**config.mk**
```make
export PLATFORM = sky130hd
export DESIGN_NAME = tft_char_render
export DESIGN_NICKNAME = d
export VERILOG_FILES = /design/src/rtl/tft_char_render.sv
export SDC_FILE = /design/constraint.sdc
export NUM_CORES = 1
export LEC_CHECK = 0
export ABC_AREA = 0
export CAP_MARGIN = 20
export CORE_MARGIN = 2
export CORE_UTILIZATION = 41
export DETAILED_ROUTE_END_ITERATION = 8
export GPL_ROUTABILITY_DRIVEN = 0
export HOLD_SLACK_MARGIN = 0.05
export PLACE_DENSITY = 0.79
export SLEW_MARGIN = 25
export SYNTH_ARGS = -nofsm -noshare
export SYNTH_HDL_FRONTEND = slang
export SYNTH_SLANG_ARGS = --single-unit
```
**constraint.sdc**
```tcl
create_clock -name clock -period 2 [get_ports clock]
set_clock_uncertainty 0.05 [all_clocks]
set_input_delay 0.4 -clock clock [delete_from_list [all_inputs] [get_ports clock]]
set_output_delay 0.4 -clock clock [all_outputs]
set_load 0.05 [all_outputs]
```
**src/rtl/tft_char_render.sv**
```systemverilog
// rtl/tft_char_render.sv - renders one scaled 8x16 glyph into a TFT scan stream
//
// Purpose: sits in front of a 128x1 glyph ROM. Tracks the glyph position with
// sub-pixel / glyph-cell counters driven by the scan stream, issues the ROM
// address, and merges the registered ROM bit into RGB565 output pixels that
// stay aligned with the delayed DE/HS/VS.
//
// Ports:
//   clock        system clock, rising edge
//   reset        synchronous active-high reset
//   de_in        data enable (visible pixel)
//   hs_in        hsync, delayed to hs_out
//   vs_in        vsync (active level VS_POL), clears vertical position
//   x_in, y_in   current pixel coordinates, valid with de_in
//   fg_color     RGB565 for glyph bit 1
//   bg_color     RGB565 for glyph bit 0 and outside the glyph window
//   rom_address  {row[3:0], col[2:0]} to the glyph ROM
//   rom_q        ROM bit, one clock after rom_address
//   de_out, hs_out, vs_out   inputs delayed 3 clocks
//   rgb_out      pixel colour aligned with de_out
module tft_char_render #(
    parameter int XW     = 10,
    parameter int YW     = 10,
    parameter int X0     = 100,
    parameter int Y0     = 50,
    parameter int SCALE  = 2,
    parameter int VS_POL = 0
) (
    input  logic          clock,
    input  logic          reset,
    input  logic          de_in,
    input  logic          hs_in,
    input  logic          vs_in,
    input  logic [XW-1:0] x_in,
    input  logic [YW-1:0] y_in,
    input  logic [15:0]   fg_color,
    input  logic [15:0]   bg_color,
    output logic [6:0]    rom_address,
    input  logic          rom_q,
    output logic          de_out,
    output logic          hs_out,
    output logic          vs_out,
    output logic [15:0]   rgb_out
);

    // Window bounds in widened arithmetic so X0 + 8*SCALE cannot wrap.
    localparam logic [XW+3:0] X_LO    = (XW + 4)'(X0);
    localparam logic [XW+3:0] X_HI    = (XW + 4)'(X0 + 8 * SCALE);
    localparam logic [YW+4:0] Y_LO    = (YW + 5)'(Y0);
    localparam logic [YW+4:0] Y_HI    = (YW + 5)'(Y0 + 16 * SCALE);
    localparam logic [2:0]    SUB_MAX = 3'(SCALE - 1);
    localparam logic          VS_ACT  = (VS_POL != 0);

    logic [XW+3:0] x_ext;
    logic [YW+4:0] y_ext;
    logic          in_x;
    logic          in_y;
    logic          active;

    assign x_ext  = {4'b0000, x_in};
    assign y_ext  = {5'b00000, y_in};
    assign in_x   = (x_ext >= X_LO) && (x_ext < X_HI);
    assign in_y   = (y_ext >= Y_LO) && (y_ext < Y_HI);
    assign active = de_in && in_x && in_y;

    // Horizontal position: hsub counts the SCALE repeats of one glyph column.
    logic [2:0] hsub;
    logic [2:0] col;

    always_ff @(posedge clock) begin
        if (reset) begin
            hsub <= 3'd0;
            col  <= 3'd0;
        end else if (!de_in || !in_x) begin
            // Any gap or pixel left of/right of the window restarts the glyph row.
            hsub <= 3'd0;
            col  <= 3'd0;
        end else if (in_y) begin
            if (hsub == SUB_MAX) begin
                hsub <= 3'd0;
                if (col != 3'd7) begin
                    col <= col + 3'd1;
                end
            end else begin
                hsub <= hsub + 3'd1;
            end
        end
    end

    // Vertical position advances on the DE falling edge of each line that
    // touched the window rows; line_hit remembers that for the current line.
    logic [2:0] vsub;
    logic [3:0] row;
    logic       de_d;
    logic       line_hit;

    always_ff @(posedge clock) begin
        if (reset) begin
            vsub     <= 3'd0;
            row      <= 4'd0;
            de_d     <= 1'b0;
            line_hit <= 1'b0;
        end else begin
            de_d <= de_in;
            if (vs_in == VS_ACT) begin
                vsub     <= 3'd0;
                row      <= 4'd0;
                line_hit <= 1'b0;
            end else if (de_d && !de_in) begin
                line_hit <= 1'b0;
                if (line_hit) begin
                    if (vsub == SUB_MAX) begin
                        vsub <= 3'd0;
                        if (row != 4'd15) begin
                            row <= row + 4'd1;
                        end
                    end else begin
                        vsub <= vsub + 3'd1;
                    end
                end
            end else if (de_in && in_y) begin
                line_hit <= 1'b1;
            end
        end
    end

    // Stage 1: ROM address (held outside the window), window flag, syncs.
    logic win1, de1, hs1, vs1;

    always_ff @(posedge clock) begin
        if (reset) begin
            rom_address <= 7'd0;
            win1        <= 1'b0;
            de1         <= 1'b0;
            hs1         <= 1'b0;
            vs1         <= 1'b0;
        end else begin
            if (active) begin
                rom_address <= {row, col};
            end
            win1 <= active;
            de1  <= de_in;
            hs1  <= hs_in;
            vs1  <= vs_in;
        end
    end

    // Stage 2: the ROM registers its bit while the flags move along.
    logic win2, de2, hs2, vs2;

    always_ff @(posedge clock) begin
        if (reset) begin
            win2 <= 1'b0;
            de2  <= 1'b0;
            hs2  <= 1'b0;
            vs2  <= 1'b0;
        end else begin
            win2 <= win1;
            de2  <= de1;
            hs2  <= hs1;
            vs2  <= vs1;
        end
    end

    // Stage 3: colour select; fg/bg are used live here.
    always_ff @(posedge clock) begin
        if (reset) begin
            rgb_out <= 16'd0;
            de_out  <= 1'b0;
            hs_out  <= 1'b0;
            vs_out  <= 1'b0;
        end else begin
            if (!de2) begin
                rgb_out <= 16'd0;
            end else if (win2 && rom_q) begin
                rgb_out <= fg_color;
            end else begin
                rgb_out <= bg_color;
            end
            de_out <= de2;
            hs_out <= hs2;
            vs_out <= vs2;
        end
    end

endmodule

```
# ---- Word-level counts from Yosys, hierarchy flattened
# Index checks and enable logic that the tools add are counted.
dict set report totals {
  ff_bits 48
  output_inout_bits 26
  input_bits 58
  elab_cells 52
}
dict set report classes {
  n_eq_ne 4
  n_reduce_logical 17
  magnitude_cmp 4
  n_addsub 4
  n_bitwise 2
  n_mux 3
}
# operator count
set op_table {}
lappend op_table {{$lt A10 B7 Y1 const B} 2}
lappend op_table {{$mux W16} 1}
lappend op_table {{$ge A10 B6 Y1 const B} 1}
lappend op_table {{$ge A10 B7 Y1 const B} 1}
lappend op_table {{$add A3 B1 Y3 const B} 3}
lappend op_table {{$logic_and A1 B1 Y1} 7}
lappend op_table {{$eq A3 B1 Y1 const B} 2}
lappend op_table {{$mux W3} 2}
lappend op_table {{$reduce_or A2 Y1} 3}
lappend op_table {{$add A4 B1 Y4 const B} 1}
lappend op_table {{$ne A4 B4 Y1 const B} 1}
lappend op_table {{$reduce_and A4 Y1} 1}
lappend op_table {{$ne A3 B3 Y1 const B} 1}
lappend op_table {{$reduce_and A3 Y1} 1}
lappend op_table {{$reduce_or A3 Y1} 1}
lappend op_table {{$logic_not A1 Y1} 2}
lappend op_table {{$not A1 Y1} 2}
lappend op_table {{$reduce_and A2 Y1} 1}
lappend op_table {{$logic_or A1 B1 Y1} 1}

# ---- Depth between registers and ports, before layout
dict set report logic_depth {
  ltp_word 5
  mapped_depth 6
  depth_no_buf 6
}

# ---- Worst setup path after synthesis
# Ideal clock, no wire load.
dict set report synth_path {
  path_type {input to register}
  startpoint {input port y_in[3]}
  endpoint {register hsub[1]}
  stages 4
  setup_time_ns 0.070
  path_buffers 0
  path_slack_ns 0.191
  arrival_ns 1.689
  path_cell_list {o31ai_2 > mux2_4 > or4b_1 > a21oi_1}
}
dict set report synth_via {
  elab_chain_cells 2
  word_cells_on_any_way 3
  cone_classes {order compare: 2; reduce/logical: 1}
}
# item line_no
set synth_lines {}
lappend synth_lines {{start, declared} 35} ;# input logic [YW-1:0] y_in,
lappend synth_lines {{$ge A10 B6 Y1 / $lt A10 B7 Y1 (equally long branches)} 63} ;# assign in_y = (y_ext >= Y_LO) && (y_ext < Y_HI);
lappend synth_lines {{$logic_and A1 B1 Y1 (*)} 63}
lappend synth_lines {{end signal, assigned} 85} ;# hsub <= hsub + 3'd1;
lappend synth_lines {{end, declared} 67} ;# logic [2:0] hsub;
# Every way passes the cells marked *; elsewhere a longest branch is shown, timed or not.
# A chain may end at the register's enable or synchronous reset.

# ---- Worst setup path in the final report
dict set report layout_path {
  startpoint {input port y_in[1]}
  endpoint {register hsub[1]}
}
# Same word-level chain as after synthesis.

==> results_dict.tcl <==
set metrics [dict create \
    grt_max_degree 18 \
    synth_cells 212 \
    io_buffers 80 \
    maxSlewViolCount 0 \
    clk_pin_slew_ns 0.09 \
    hold_buffers 0 \
    end_kind "flop" \
    grt.total_usage 0.186 \
    clockBufferDepth 2 \
    critPathMaxFanout 4 \
    cp.required_ns 2.18 \
    die_w_um 71.7 \
    clk_latency_ns 0.29 \
    synth_seq_area_share 0.512 \
    rsz0062_at_grt "no" \
    combPwrFrac 0.117 \
    synth-edff-count 0 \
    max-cap-violations 0 \
    synth_fp_nets 273 \
    final-setup-viol-count 0 \
    cp_slowest_cell "or4b_1" \
    via_per_inst 5.03 \
    antenna_found_initial 0 \
    period_share 0.971 \
    core_um2 4380 \
    relSlewSlack 0.650 \
    synth_warnings 0 \
    die_area_um2 5130 \
    peakVddDrop_mv 0.404 \
    finalNonFillerCells 355 \
    antennaDiodeCount 0 \
    hold_violations 0 \
    drive_gt1_frac 0.0990 \
    htree_num_levels 2 \
    synth_flop_cell "dfxtp_1" \
    tightest_slew_ns 0.524 \
    first_pass_iters 4 \
    fin_ws_ns 0.0574 \
    cts_buffers 5 \
    ys_seq_elements 48 \
    cts_root_buffer "clkbuf_8" \
    p_switching_mw 0.422 \
    synthTopCellsByCount "dfxtp_1, nand2_1, a21oi_1" \
    dpl.cell_count 347 \
    critPathKind "input pin to flop" \
    critical_path_arrival_ns 2.12 \
    power_density_nw_per_um2 648 \
    switching_share 0.222 \
    synthArstFlopShare 0 \
    postRouteAntennaNets 0 \
    cp_num_buf_inv 1 \
    initial_core_util 0.428 \
    grt_overflow 0 \
    synthTopCellsByArea "dfxtp_1, a21oi_1, nand2_1" \
    worstPathCellList "clkdlybuf4s50_1 -> o31ai_4 -> mux2_4 -> or4b_1 -> a21oi_1" \
    grt_pass1_wl_um 7670 \
    drt_wl_total_um 4480 \
    synth_top_area_share 0.512 \
    avgSynthCellArea_um2 8.85 \
    syn_to_final_growth_pct 56.3 \
    p_seq_frac 0.510 \
    rows 24 \
    vias 1784 \
    drc 0 \
    dr.first_iter.drc_count 38 \
    dp_hpwl_um 3350 \
    p_leak_nw 1.07 \
    cp-start-kind "input pin" \
    synth_top_area_cell "dfxtp_1" \
    pre_cts_ws_ns -0.274 \
    postCtsSetupBuffers 0 \
    nets 363 \
    critical-path-top-delay-family "simple AND/OR/NAND/NOR gates" \
    avgRoutedWirePerCell_um 12.6 \
    synthMostInstantiatedCell "dfxtp_1" \
    clock-sinks 48 \
    synth_cell_types 35 \
    fmax_mhz 515 \
    synth_area_um2 1880 \
    fin_util 0.669 \
    outcome "complete, no violations" \
    ios 84 \
    period_minus_slack_ns 1.94 \
    max_stage_delay_ns 0.51 \
    cts_tree "built" \
    clkPwrFrac 0.372 \
    die_y_um 71.7 \
    hold_class "flop to flop" \
    p_int_mw 1.48 \
    first_global_vias 1756 \
]
worst paths after layout:
kind | start | end | slack (ns) | depth (start not counted)
min | vs2 | vs_out | 0.39 | 1
max reg2reg | col[0] | col[0] | 0.28 | 6
min reg2reg | vs2 | vs_out | 0.39 | 1
max | y_in[1] | hsub[1] | 0.06 | 5
cell type report:
class | count | area, um^2
sequential | 48 | 961
fill | 361 | 1450
inverter | 5 | 18.8
timing repair buffer | 93 | 898
multi-input combinational | 149 | 876
clock buffer | 5 | 68.8
clock inverter | 3 | 46.3
tap | 52 | 65.1
metal layers:
layer / track usage / part of all wire / wire [um]
met2: 0.317 / 0.47 / 2080
met4: 0.0671 / 0.0083 / 37
met5: 0 / 0 / 0
met1: 0.220 / 0.42 / 1880
met3: 0.0577 / 0.11 / 473
layout by cell type, fill, tap and decap left out, types with 2 or more instances in the layout:
master            n
mux2i_1           2
dfxtp_1          48
clkdlybuf4s50_1  80
nor2b_1           8
ha_1              3
nor3_1            2
nand3_1           5
o21ai_1           7
clkbuf_8          5
nor2_1            8
buf_4            13
o21ai_0           7
or3_1             4
xnor2_1           4
nand4_1           7
nand2_1          37
nor4_1            2
and2_1            2
a21oi_1          30
nand2b_1          5
inv_1             5
power by group through the flow:
| stage | Combinational [mW] | Sequential, mW | Clock, mW |
|---|---|---|---|
| 5_1_grt | 0.238 | 0.972 | 0.768 |
| 6_report | 0.223 | 0.971 | 0.708 |
| 3_5_place_dp | 0.221 | 0.993 | 0 |
| 2_1_floorplan | 0.0520 | 1.02 | 0 |
| 4_1_cts | 0.222 | 0.971 | 0.730 |
| 3_3_place_gp | 0.218 | 0.993 | 0 |
stage by stage:
| step | instance area (um^2) | setup TNS, ns | hold WS (ns) | total power [mW] |
|---|---|---|---|---|
| global placement | 2800 | -2.15 | 0.369 | 1.21 |
| global route | 2930 | 0 | 0.418 | 1.98 |
| CTS | 2920 | 0 | 0.392 | 1.92 |
| finish | 2930 | 0 | 0.389 | 1.90 |
| detailed placement | 2800 | -2.48 | 0.372 | 1.21 |
| floorplan | 1880 | 0 | 0.364 | 1.07 |
logic make-up (layout without fill, tap and decap cells):
group	count (synthesis)	after routing	share of synthesized area
adders and majority gates	3	3	0.0200
and+or+nand+nor	88	88	0.243
muxes	3	3	0.0187
xor gates and xnor gates	5	5	0.0233
buffers and inverters	15	106	0.0313
DFF	48	48	0.512
AOI/OAI and AO/OA	50	50	0.152
state kept, by name (all words and copies together), names as in the netlist, 3 cells and up:
| name | flops |
|---|---|
| rgb_out | 16 |
| hsub | 3 |
| col | 3 |
| rom_address | 7 |
| row | 4 |
| vsub | 3 |
repair_timing:
action / 4_1_cts / 5_1_grt
setup endpoints to repair: 0 / 2
hold endpoints to repair: 0 / 0
gates resized for setup: 0 / 3
(Power assumes the default switching activity.)
